## config.mk

```make
export PLATFORM = sky130hd
export DESIGN_NAME = ioctl_stream_tx
export DESIGN_NICKNAME = d
export VERILOG_FILES = /design/src/rtl/ioctl_stream_tx.sv
export SDC_FILE = /design/constraint.sdc
export NUM_CORES = 1
export LEC_CHECK = 0
export ABC_AREA = 0
export ABC_CLOCK_PERIOD_IN_PS = 2800
export CAP_MARGIN = 30
export CORE_MARGIN = 4
export CORE_UTILIZATION = 48
export DETAILED_ROUTE_END_ITERATION = 8
export DONT_BUFFER_PORTS = 1
export PLACE_DENSITY = 0.74
export SLEW_MARGIN = 25
export SYNTH_ARGS = -nofsm -noshare
export SYNTH_HDL_FRONTEND = slang
export SYNTH_SLANG_ARGS = --single-unit
export TNS_END_PERCENT = 10
```

## constraint.sdc

```tcl
create_clock -name clk_sys -period 2.8 [get_ports clk_sys]
set_clock_uncertainty 0.05 [all_clocks]
set_input_delay 0.56 -clock clk_sys [delete_from_list [all_inputs] [get_ports clk_sys]]
set_output_delay 0.56 -clock clk_sys [all_outputs]
set_load 0.05 [all_outputs]
```

## src/rtl/ioctl_stream_tx.sv

```systemverilog
// Transmit side of the HPS ioctl download protocol: converts a valid/ready byte
// stream into framed ioctl_wr writes with hps_io-compatible spacing and ioctl_wait handling.
module ioctl_stream_tx #(
    parameter int unsigned AW        = 25,
    parameter int unsigned SETUP_CYC = 2,
    parameter int unsigned WR_GAP    = 3,
    parameter int unsigned TAIL_CYC  = 2
) (
    input  logic          clk_sys,
    input  logic          reset,
    input  logic          start,
    input  logic          abort,
    input  logic [7:0]    index_in,
    input  logic [AW-1:0] length,
    input  logic          src_valid,
    input  logic [7:0]    src_data,
    output logic          src_ready,
    output logic          ioctl_download,
    output logic [7:0]    ioctl_index,
    output logic          ioctl_wr,
    output logic [AW-1:0] ioctl_addr,
    output logic [7:0]    ioctl_dout,
    input  logic          ioctl_wait,
    output logic          busy,
    output logic          done
);

    localparam int unsigned CW = 4;
    localparam logic [CW-1:0] SETUP_LOAD = CW'(SETUP_CYC - 1);
    localparam logic [CW-1:0] GAP_LOAD   = CW'(WR_GAP - 1);
    localparam logic [CW-1:0] TAIL_LOAD  = CW'(TAIL_CYC - 1);

    typedef enum logic [2:0] {
        S_IDLE,
        S_SETUP,
        S_FETCH,
        S_WRITE,
        S_GAP,
        S_TAIL
    } state_t;

    state_t        state;
    logic [CW-1:0] cnt;
    logic [AW-1:0] len_q;
    logic [AW-1:0] last_addr;

    assign last_addr = len_q - AW'(1);

    // Byte handshake is only open while fetching; wait closes it without a register stage.
    assign src_ready = (state == S_FETCH) && !ioctl_wait;

    always_ff @(posedge clk_sys or posedge reset) begin
        if (reset) begin
            state          <= S_IDLE;
            cnt            <= '0;
            len_q          <= '0;
            ioctl_download <= 1'b0;
            ioctl_index    <= '0;
            ioctl_wr       <= 1'b0;
            ioctl_addr     <= '0;
            ioctl_dout     <= '0;
            busy           <= 1'b0;
            done           <= 1'b0;
        end else begin
            ioctl_wr <= 1'b0;
            done     <= 1'b0;
            if (abort && (state != S_IDLE)) begin
                state          <= S_IDLE;
                cnt            <= '0;
                ioctl_download <= 1'b0;
                busy           <= 1'b0;
            end else begin
                case (state)
                    S_IDLE: begin
                        if (start && !abort) begin
                            if (length != '0) begin
                                len_q          <= length;
                                ioctl_index    <= index_in;
                                ioctl_addr     <= '0;
                                ioctl_download <= 1'b1;
                                busy           <= 1'b1;
                                cnt            <= SETUP_LOAD;
                                state          <= S_SETUP;
                            end else begin
                                done <= 1'b1;
                            end
                        end
                    end
                    S_SETUP: begin
                        if (cnt == '0) begin
                            state <= S_FETCH;
                        end else begin
                            cnt <= cnt - CW'(1);
                        end
                    end
                    S_FETCH: begin
                        if (src_valid && src_ready) begin
                            ioctl_dout <= src_data;
                            ioctl_wr   <= 1'b1;
                            state      <= S_WRITE;
                        end
                    end
                    S_WRITE: begin
                        if (ioctl_addr == last_addr) begin
                            cnt   <= TAIL_LOAD;
                            state <= S_TAIL;
                        end else begin
                            ioctl_addr <= ioctl_addr + AW'(1);
                            if (WR_GAP == 0) begin
                                state <= S_FETCH;
                            end else begin
                                cnt   <= GAP_LOAD;
                                state <= S_GAP;
                            end
                        end
                    end
                    // Gap is a fixed count; ioctl_wait is deliberately ignored here.
                    S_GAP: begin
                        if (cnt == '0) begin
                            state <= S_FETCH;
                        end else begin
                            cnt <= cnt - CW'(1);
                        end
                    end
                    S_TAIL: begin
                        if (cnt == '0) begin
                            ioctl_download <= 1'b0;
                            done           <= 1'b1;
                            busy           <= 1'b0;
                            state          <= S_IDLE;
                        end else begin
                            cnt <= cnt - CW'(1);
                        end
                    end
                    default: begin
                        state <= S_IDLE;
                    end
                endcase
            end
        end
    end

endmodule

```

-- Word level (Yosys, flattened, before mapping)
Cells that the tools add are included.
- register bits after elaboration: 76
- bits of input ports: 47
- output and inout port bits: 46
- add/sub/neg operators: 3
- eq/ne operators: 15
- mux-type cells: 31
- bitwise operators: 1
- reductions and logical operators: 21
- operators by type and width (cell ; count):
    2-to-1 mux 25 bit ; 3
    one-hot mux 25 bit (2 select lines) ; 1
    adder 25 x 1 -> 25 bit (second input constant) ; 1
    equality test 25 bit ; 1
    nonzero test 25 bit ; 1
    subtractor 25 x 1 -> 25 bit (second input constant) ; 1
    2-to-1 mux 3 bit ; 6
    2-to-1 mux 4 bit ; 4
    one-hot mux 3 bit (5 select lines) ; 1
    2-to-1 mux 1 bit ; 12
    != test 3 bit (second input constant) ; 4
    one-hot mux 4 bit (3 select lines) ; 1
    AND reduction 4 bit ; 3
    AND reduction 5 bit ; 2
    equality test 3 x 2 -> 1 bit (second input constant) ; 2
    equality test 3 bit (second input constant) ; 2
    != test 2 bit (second input constant) ; 3
    != test 3 x 1 -> 1 bit (second input constant) ; 2
    nonzero test 3 bit ; 2
    logical AND 1 bit ; 4
    logical NOT 4 bit ; 1
    one-hot mux 1 bit (2 select lines) ; 2
    nonzero test 4 bit ; 1
    subtractor 4 x 1 -> 4 bit (second input constant) ; 1
    9 further kinds ; 10

-- Depth between registers and ports, before layout
Gate-level depths: netlist (run 1).
- depth after elaboration: 6
- gate-level depth with buffers: 12

-- Worst setup path before layout (run 1)
Ideal clock, no wire load.
- path type: register to register
- start: register len_q[0]
- end: register ioctl_addr[3]
- data arrival time: 2865 ps
- setup slack: -212 ps
- cell stages (with the launch flop): 13
- path through: dfrtp_1 > inv_1 > ha_1 > nor3b_1 > nand2_1 > o41ai_1 > nand4b_1 > a32oi_1 > and4_4 > buf_2 > buf_2 > o211ai_1 > o31ai_1
- longest elaborated chain between the ends: 4
- ends and longest elaborated chain (element ; RTL line ; text):
    from (decl) ; 44 ; logic [AW-1:0] len_q;
    from (signal assigned) ; 77 ; len_q <= length;
    subtractor 25 x 1 -> 25 bit ; 47 ; assign last_addr = len_q - AW'(1);
    equality test 25 bit ; 104 ; if (ioctl_addr == last_addr) begin
    != test 2 bit (no source line) ; -- ;
    AND reduction 5 bit (no source line) ; -- ;
    to (signal assigned) ; 108 ; ioctl_addr <= ioctl_addr + AW'(1);
    to (decl) ; 21 ; output logic [AW-1:0] ioctl_addr,
No other way between the ends.
A chain may end at the register's enable or synchronous reset.

-- Final worst setup path (run 1)
- start: register len_q[9]
- end: register ioctl_addr[19]
Same word-level chain as after synthesis.

==> key figures, run 1 <==
Run status
  – Status: finished with violations
  – Failing checks: setup timing

Worst setup path
  – Critical path endpoint category: register
  – R2R Setup Slk: -0.23 ns
  – Setup CP Type: reg -> reg
  – Crit path launch type: register
  – Worst r2r src: len_q[9]
  – Critical Path RT: 3.05 ns
  – Worst R2R Path Depth: 12
  – Slowest CP cell: or4_4
  – CP Cell Sequence: or4_4 -> nor4b_4 -> buf_4 -> nand4b_1 -> nand4b_1 -> a32oi_1 -> and4_4 -> buf_6 -> buf_12 -> buf_6 -> or3_4 -> a21oi_2
  – Critical path destination: ioctl_addr[19]
  – CP Data Arrival Time: 3.28 ns
  – Slowest cell delay on critical path: roughly 0.58 ns
  – R2R Path End: ioctl_addr[19]
  – Worst Setup SP: len_q[9]
  – Critical path peak fanout: 8

STA
  – Final Setup Violations: 25
  – Fin crit share: 1.08
  – Worst-margin pin slew: between 0.9 and 1 ns
  – Final Critical Period: 3.03 ns
  – Final Hold Vio Count: 0
  – Post-route setup TNS: -3.50 ns
  – Max Fclk: 330 MHz
  – RSZ-0062 raised after global routing: true
  – Hold Worst Slack: 0.209 ns
  – Setup ws final: -0.233 ns
  – Max_slew headroom: 0.390
  – Max-slew violation count: 0

Layout
  – Util after Layout: 0.627
  – Reg area: 1900 um^2
  – Fin cells: ~740
  – Final net count: 676
  – Layout cells sized above 1: 0.243
  – Post-route cell area: 5770 um^2
  – Area Growth Syn to Fin: 27.5%
  – Antenna diodes: 0
  – # fillers: between 700 and 800
  – Multi-input logic area: 2630 um^2

Clock tree
  – Worst-path clk slew: ~0.090 ns
  – Clk buf depth: 2
  – Number of clock sinks: 76
  – Clock latency on the worst-skew pair: approximately 0.36 ns
  – H-tree depth: 3
  – TritonCTS buffer count: 9
  – CTS tree: yes
  – Root Driver: clkbuf_8

Global routing
  – Largest net degree at the start of global routing: 49
  – Global-route wire length before repair: 21,700 um
  – Vias in the first global route: 4,259
  – Initial antenna violation count: 0
  – Total Routing Usage GR: 0.244
  – Remaining global-route overflow: 0

Routing
  – Post-route ant nets: 0
  – WL final: between 10,000 and 15,000 um
  – Wire length per cell: 18.6 um
  – DRC viols: 0
  – DRT iter0 DRCs: 386
  – DR vias: 4,400
  – Vias per cell: 5.94
  – Drt pass-1 iters: 5

Power and ir drop
  – Pwr Total: 5.31 mW
  – P per Cell Area: 920 nW/um^2
  – Lkg Pwr: 2.58 nW
  – VDD IR-drop max: 0.000515 V

Floorplan
  – Die area: 11,000 um^2
  – Initial Utilization: 0.492
  – Die height: 105 um
  – Core region area: 9200 um^2
  – # IOs: 93
  – Standard-cell rows: 35
  – Die Wd: approximately 110 um

Yosys
  – Average instance area after synthesis: 8.41 um^2
  – Top-area cell type share of the netlist area: 0.420
  – Synthesized area: 4520 um^2
  – Top post-synthesis cells by area: dfrtp_1 (42%), nand2_1 (12%), xnor2_1 (5.2%)
  – Synth Register Bits: 76
  – Number of distinct library cells after synthesis: 60
  – Register area share after synthesis: 0.420
  – Post-Syn Nets: just under 600
  – Async S/R FF share, synth: 1.00
  – Yosys Warn Count: 0
  – EDFF count, synth: 0
  – Gate count of the mapped netlist: roughly 540
  – Cell taking the most area after synthesis: dfrtp_1
  – Ys flop type: dfrtp_1

Worst hold path
  – Worst hold path type: in -> reg
  – Hold Path Origin: abort

Place
  – Post-Place Cells: 707
  – Worst slack at placement: -0.227 ns
  – GP Congestion: 0.900
  – Cell Area, Placed: 5230 um^2
  – I/O Buffers: 0
  – Placed wire-length estimate: approximately 10,000 um

Flow run
  – Number of max-cap violations: 0
==> layout by cell type (no fill, tap or decap), drive strengths merged, types with 3 or more instances in the layout <==
master and n:
a21oi 18, a32oi 3, and3 7, and4 4, buf 100, clkbuf 12, clkinv 4, dfrtp 76
ha 4, inv 10, mux2i 4, nand2 146, nand3 16, nand4 11, nor2 28, nor2b 6
nor3 12, nor3b 3, nor4 17, nor4b 5, o211ai 8, o21ai 23, o31ai 11, or3 15
or4 15, xnor2 27, xor2 7
==> critical path, delay by kind of cell, from the launching register on <==
family / cells / cell delay [ns]
AOI/OAI and AO/OA: 2 / 0.25
buffers and inverters: 4 / 0.53
DFF: 1 / 0.43
and+or+nand+nor: 6 / 1.70
==> cell type report <==
cell class                      count  area share
Clock buffer                       11      0.0245
Clock inverter                      5      0.0104
Inverter                           11     0.00738
Multi-Input combinational cell    425       0.456
Sequential cell                    76       0.330
Tap cell                          111      0.0241
Timing Repair Buffer              102       0.148
==> state kept, by name, indices dropped and copies added, names as in the netlist <==
| register | count |
|---|---|
| ioctl_addr | 25 |
| len_q | 25 |
| ioctl_dout | 8 |
| ioctl_index | 8 |
| cnt | 4 |
| state | 3 |
| busy | 1 |
| done | 1 |
| ioctl_wr | 1 |
==> report_power, final <==
part           internal [mW]  total, mW  switching [mW]
sequential              1.41       2.14           0.730
clock                  0.440      0.878           0.438
combinational           1.09       2.29            1.20
total                   2.94       5.31            2.37
==> worst min-delay path by stage <==
stage / end / slack [ns] / cells past startpoint
final: state[1] / 0.21 / 1
after global placement: len_q[24] / 0.44 / 2
after detailed placement: len_q[24] / 0.44 / 2
after global routing: state[1] / 0.19 / 1
after floorplan: len_q[24] / 0.42 / 2
after CTS: ioctl_addr[23] / 0.19 / 1
==> Yosys cell counts (all sizes together), types with 2 or more instances <==
library cell	n
xor2	7
a211o	2
a21oi	18
o21ai	23
nor2b	6
nand4	11
ha	4
dfrtp	76
nor3	12
or2	2
nand2	146
and4	4
a21o	2
buf	8
nand4b	2
and2	2
o21a	2
o31ai	11
nand3	16
o211ai	8
xnor2	27
o22ai	2
o41ai	2
and3	7
nor3b	3
mux2i	4
a32oi	3
inv	10
nor2	28
or3b	2
or4	15
and3b	2
clkbuf	18
nor4b	5
or3	15
nor4	17
==> timing repair <==
action | CTS | global route
setup endpoints to repair | 27 | 28
hold buffers | 0 | 1
endpoints found under the hold margin | 0 | 15
resized for setup | 5 | 31
setup buffers | 4 | 11
gates cloned | 0 | 1
pin swaps | 5 | 26
==> per-layer routing <==
layer | GRT usage | vias up | share of wire
li1 | - | 2078 | -
met1 | 0.320 | 2113 | 0.42
met2 | 0.391 | 184 | 0.49
met3 | 0.0624 | 25 | 0.075
met4 | 0.0843 | 0 | 0.018
met5 | 0 | - | 0
==> logic make-up after synthesis <==
group / count (synthesis) / synth area share
and+or+nand+nor: 299 / 0.337
adders and majority gates: 4 / 0.0111
AOI/OAI and AO/OA: 84 / 0.120
buffers and inverters: 37 / 0.0371
xor gates and xnor gates: 34 / 0.0658
muxes: 4 / 0.00885
DFF: 76 / 0.420
No activity file was read; power rests on OpenSTA's default activity.
==> run 2, diff against run 1 <==
--- a/config.mk
+++ b/config.mk
@@ -13,6 +13,8 @@
 export DETAILED_ROUTE_END_ITERATION = 8
 export DONT_BUFFER_PORTS = 1
 export PLACE_DENSITY = 0.74
+export SKIP_CTS_REPAIR_TIMING = 1
+export SKIP_LAST_GASP = 1
 export SLEW_MARGIN = 25
 export SYNTH_ARGS = -nofsm -noshare
 export SYNTH_HDL_FRONTEND = slang
==> run 2 against run 1 <==
Effect of this change:
- the run still ends with setup timing left
- register-to-register slack hardly changed
- via count barely moved
- setup slack improved by 0.011 ns
- hold slack barely moved
- utilization down 0.54 points
- total power up 0.39%
- fmax grew 0.37%
- cell area down 0.87%
- combinational power hardly changed
- global-route usage decreased by 0.30 points
- largest cell class unchanged
- highest routed layer unchanged
==> key figures, run 2 (same netlist as run 1, synthesis figures left out) <==
Floorplan
  – Die Wd: 105 um
  – Die area: between 10,000 and 15,000 um^2
  – # IOs: 93
  – Core region area: between 9000 and 10,000 um^2
  – Standard-cell rows: 35
  – Initial Utilization: 0.492
  – Die height: 105 um

Layout
  – Biggest regs: ioctl_addr x25, len_q x25
  – Multi-input logic area: roughly 2600 um^2
  – Final net count: 676
  – Most common cell after layout, fill and taps aside: nand2_1
  – Area Growth Syn to Fin: 26.4%
  – # fillers: 788
  – Antenna diodes: 0
  – Reg area: 1900 um^2
  – Layout cells sized above 1: 0.229
  – Post-route cell area: 5720 um^2
  – Util after Layout: 0.622
  – Most frequent cells in the layout: nand2_1 (145), buf_4 (93), dfrtp_1 (76)

Routing
  – Vias per cell: 5.94
  – DRC viols: 0
  – Post-route ant nets: 0
  – Drt pass-1 iters: 5
  – WL final: around 14,000 um
  – DRT iter0 DRCs: 374
  – Wire length per cell: 18.4 um
  – DR vias: 4,398

Clock tree
  – H-tree depth: 3
  – Clk buf depth: 2
  – Root Driver: clkbuf_8
  – CTS tree: yes
  – Number of clock sinks: 76
  – Clock latency on the worst-skew pair: about 0.36 ns
  – TritonCTS buffer count: 9
  – Worst-path clk slew: approximately 0.090 ns

Worst setup path
  – Slowest CP cell: or4_4
  – Slowest cell delay on critical path: approximately 0.58 ns
  – CP Cell Sequence: or4_4 -> nor4b_4 -> buf_4 -> nand4b_1 -> nand4b_1 -> a32oi_1 -> and4_4 -> buf_12 -> buf_4 -> o31ai_1 -> a21oi_2
  – Critical path peak fanout: 6
  – CP top delay family: simple AND/OR/NAND/NOR gates
  – Crit path launch type: register
  – Setup CP Type: reg -> reg
  – Critical path endpoint category: register
  – CP Data Arrival Time: 3.22 ns
  – Critical Path RT: 3.00 ns
  – Bufs and invs on worst path: 3

Power and ir drop
  – VDD IR-drop max: 0.000495 V
  – Combinational Power Share: 0.434
  – Sw frac: 0.445
  – P per Cell Area: roughly 930 nW/um^2
  – Psw: 2.37 mW
  – Lkg Pwr: 2.57 nW
  – Seq pwr share: 0.401
  – Power share of the clock group: 0.165
  – Cell-internal power: 2.96 mW

STA
  – Fin crit share: 1.08
  – Max_slew headroom: 0.394
  – Setup ws final: -0.222 ns
  – Hold Worst Slack: 0.209 ns
  – Max Fclk: roughly 330 MHz
  – Max-slew violation count: 0
  – Worst-margin pin slew: 0.909 ns
  – Final Hold Vio Count: 0
  – RSZ-0062 raised after global routing: true
  – Final Setup Violations: 27
  – Final Critical Period: between 3 and 4 ns

Run status
  – Failing checks: setup timing
  – Status: finished with violations

Global routing
  – Global-route wire length before repair: around 21,000 um
  – Total Routing Usage GR: 0.241
  – Remaining global-route overflow: 0
  – Initial antenna violation count: 0
  – Vias in the first global route: 4,180
  – Largest net degree at the start of global routing: just under 50

Place
  – Placed wire-length estimate: 10,000 um
  – Cell Area, Placed: 5230 um^2
  – GP Congestion: 0.900
  – I/O Buffers: 0

Worst hold path
  – Worst hold path type: in -> reg

Flow run
  – Number of max-cap violations: 0
==> run 2: area by class of cell <==
cell class | instances | share of cell area
inverters | 11 | 0.00744
well taps | 111 | 0.0243
repair buffers | 102 | 0.149
clock inverters | 5 | 0.0105
flip-flops and latches | 76 | 0.333
multi-input cells | 425 | 0.451
clock buffers | 11 | 0.0247
==> run 2: power by group through the flow <==
stage / clock [mW] / sequential (mW) / combinational [mW]
after floorplan: 0 / 2.11 / 1.36
after global placement: 0 / 2.11 / 2.12
after detailed placement: 0 / 2.12 / 2.16
after CTS: 0.890 / 2.11 / 2.17
after global routing: 0.950 / 2.18 / 2.54
final: 0.879 / 2.14 / 2.31
==> run 2: worst paths after layout <==
kind	startpoint	endpoint	slack (ns)	cells past startpoint
worst max-delay path	len_q[9]	ioctl_addr[7]	-0.22	11
worst min-delay path	abort	state[1]	0.21	1
worst max register to register	len_q[9]	ioctl_addr[7]	-0.22	11
worst min register to register	len_q[24]	len_q[24]	0.45	2
max in group asynchronous	reset	busy	1.66	3
min in group asynchronous	reset	ioctl_addr[23]	0.55	2
==> run 2: layer usage <==
layer  routed length, um  vias up  part of all wire  global-route usage
li1                    -     2084                 -                   -
met1                5880     2104              0.43               0.319
met2                6490      184              0.48               0.389
met3                 986       26             0.072              0.0593
met4                 265        0             0.019              0.0740
met5                   0        -                 0                   0
==> run 2: per-stage QoR <==
step / std cells / total power [mW] / TNS, ns / setup WS (ns)
after floorplan: 538 / 3.46 / -0.348 / -0.0517
after global placement: 707 / 4.23 / -1.68 / -0.189
after detailed placement: 707 / 4.28 / -2.33 / -0.227
after CTS: 723 / 5.17 / -3.15 / -0.263
after global routing: 741 / 5.67 / -6.63 / -0.378
final: 741 / 5.33 / -3.96 / -0.222
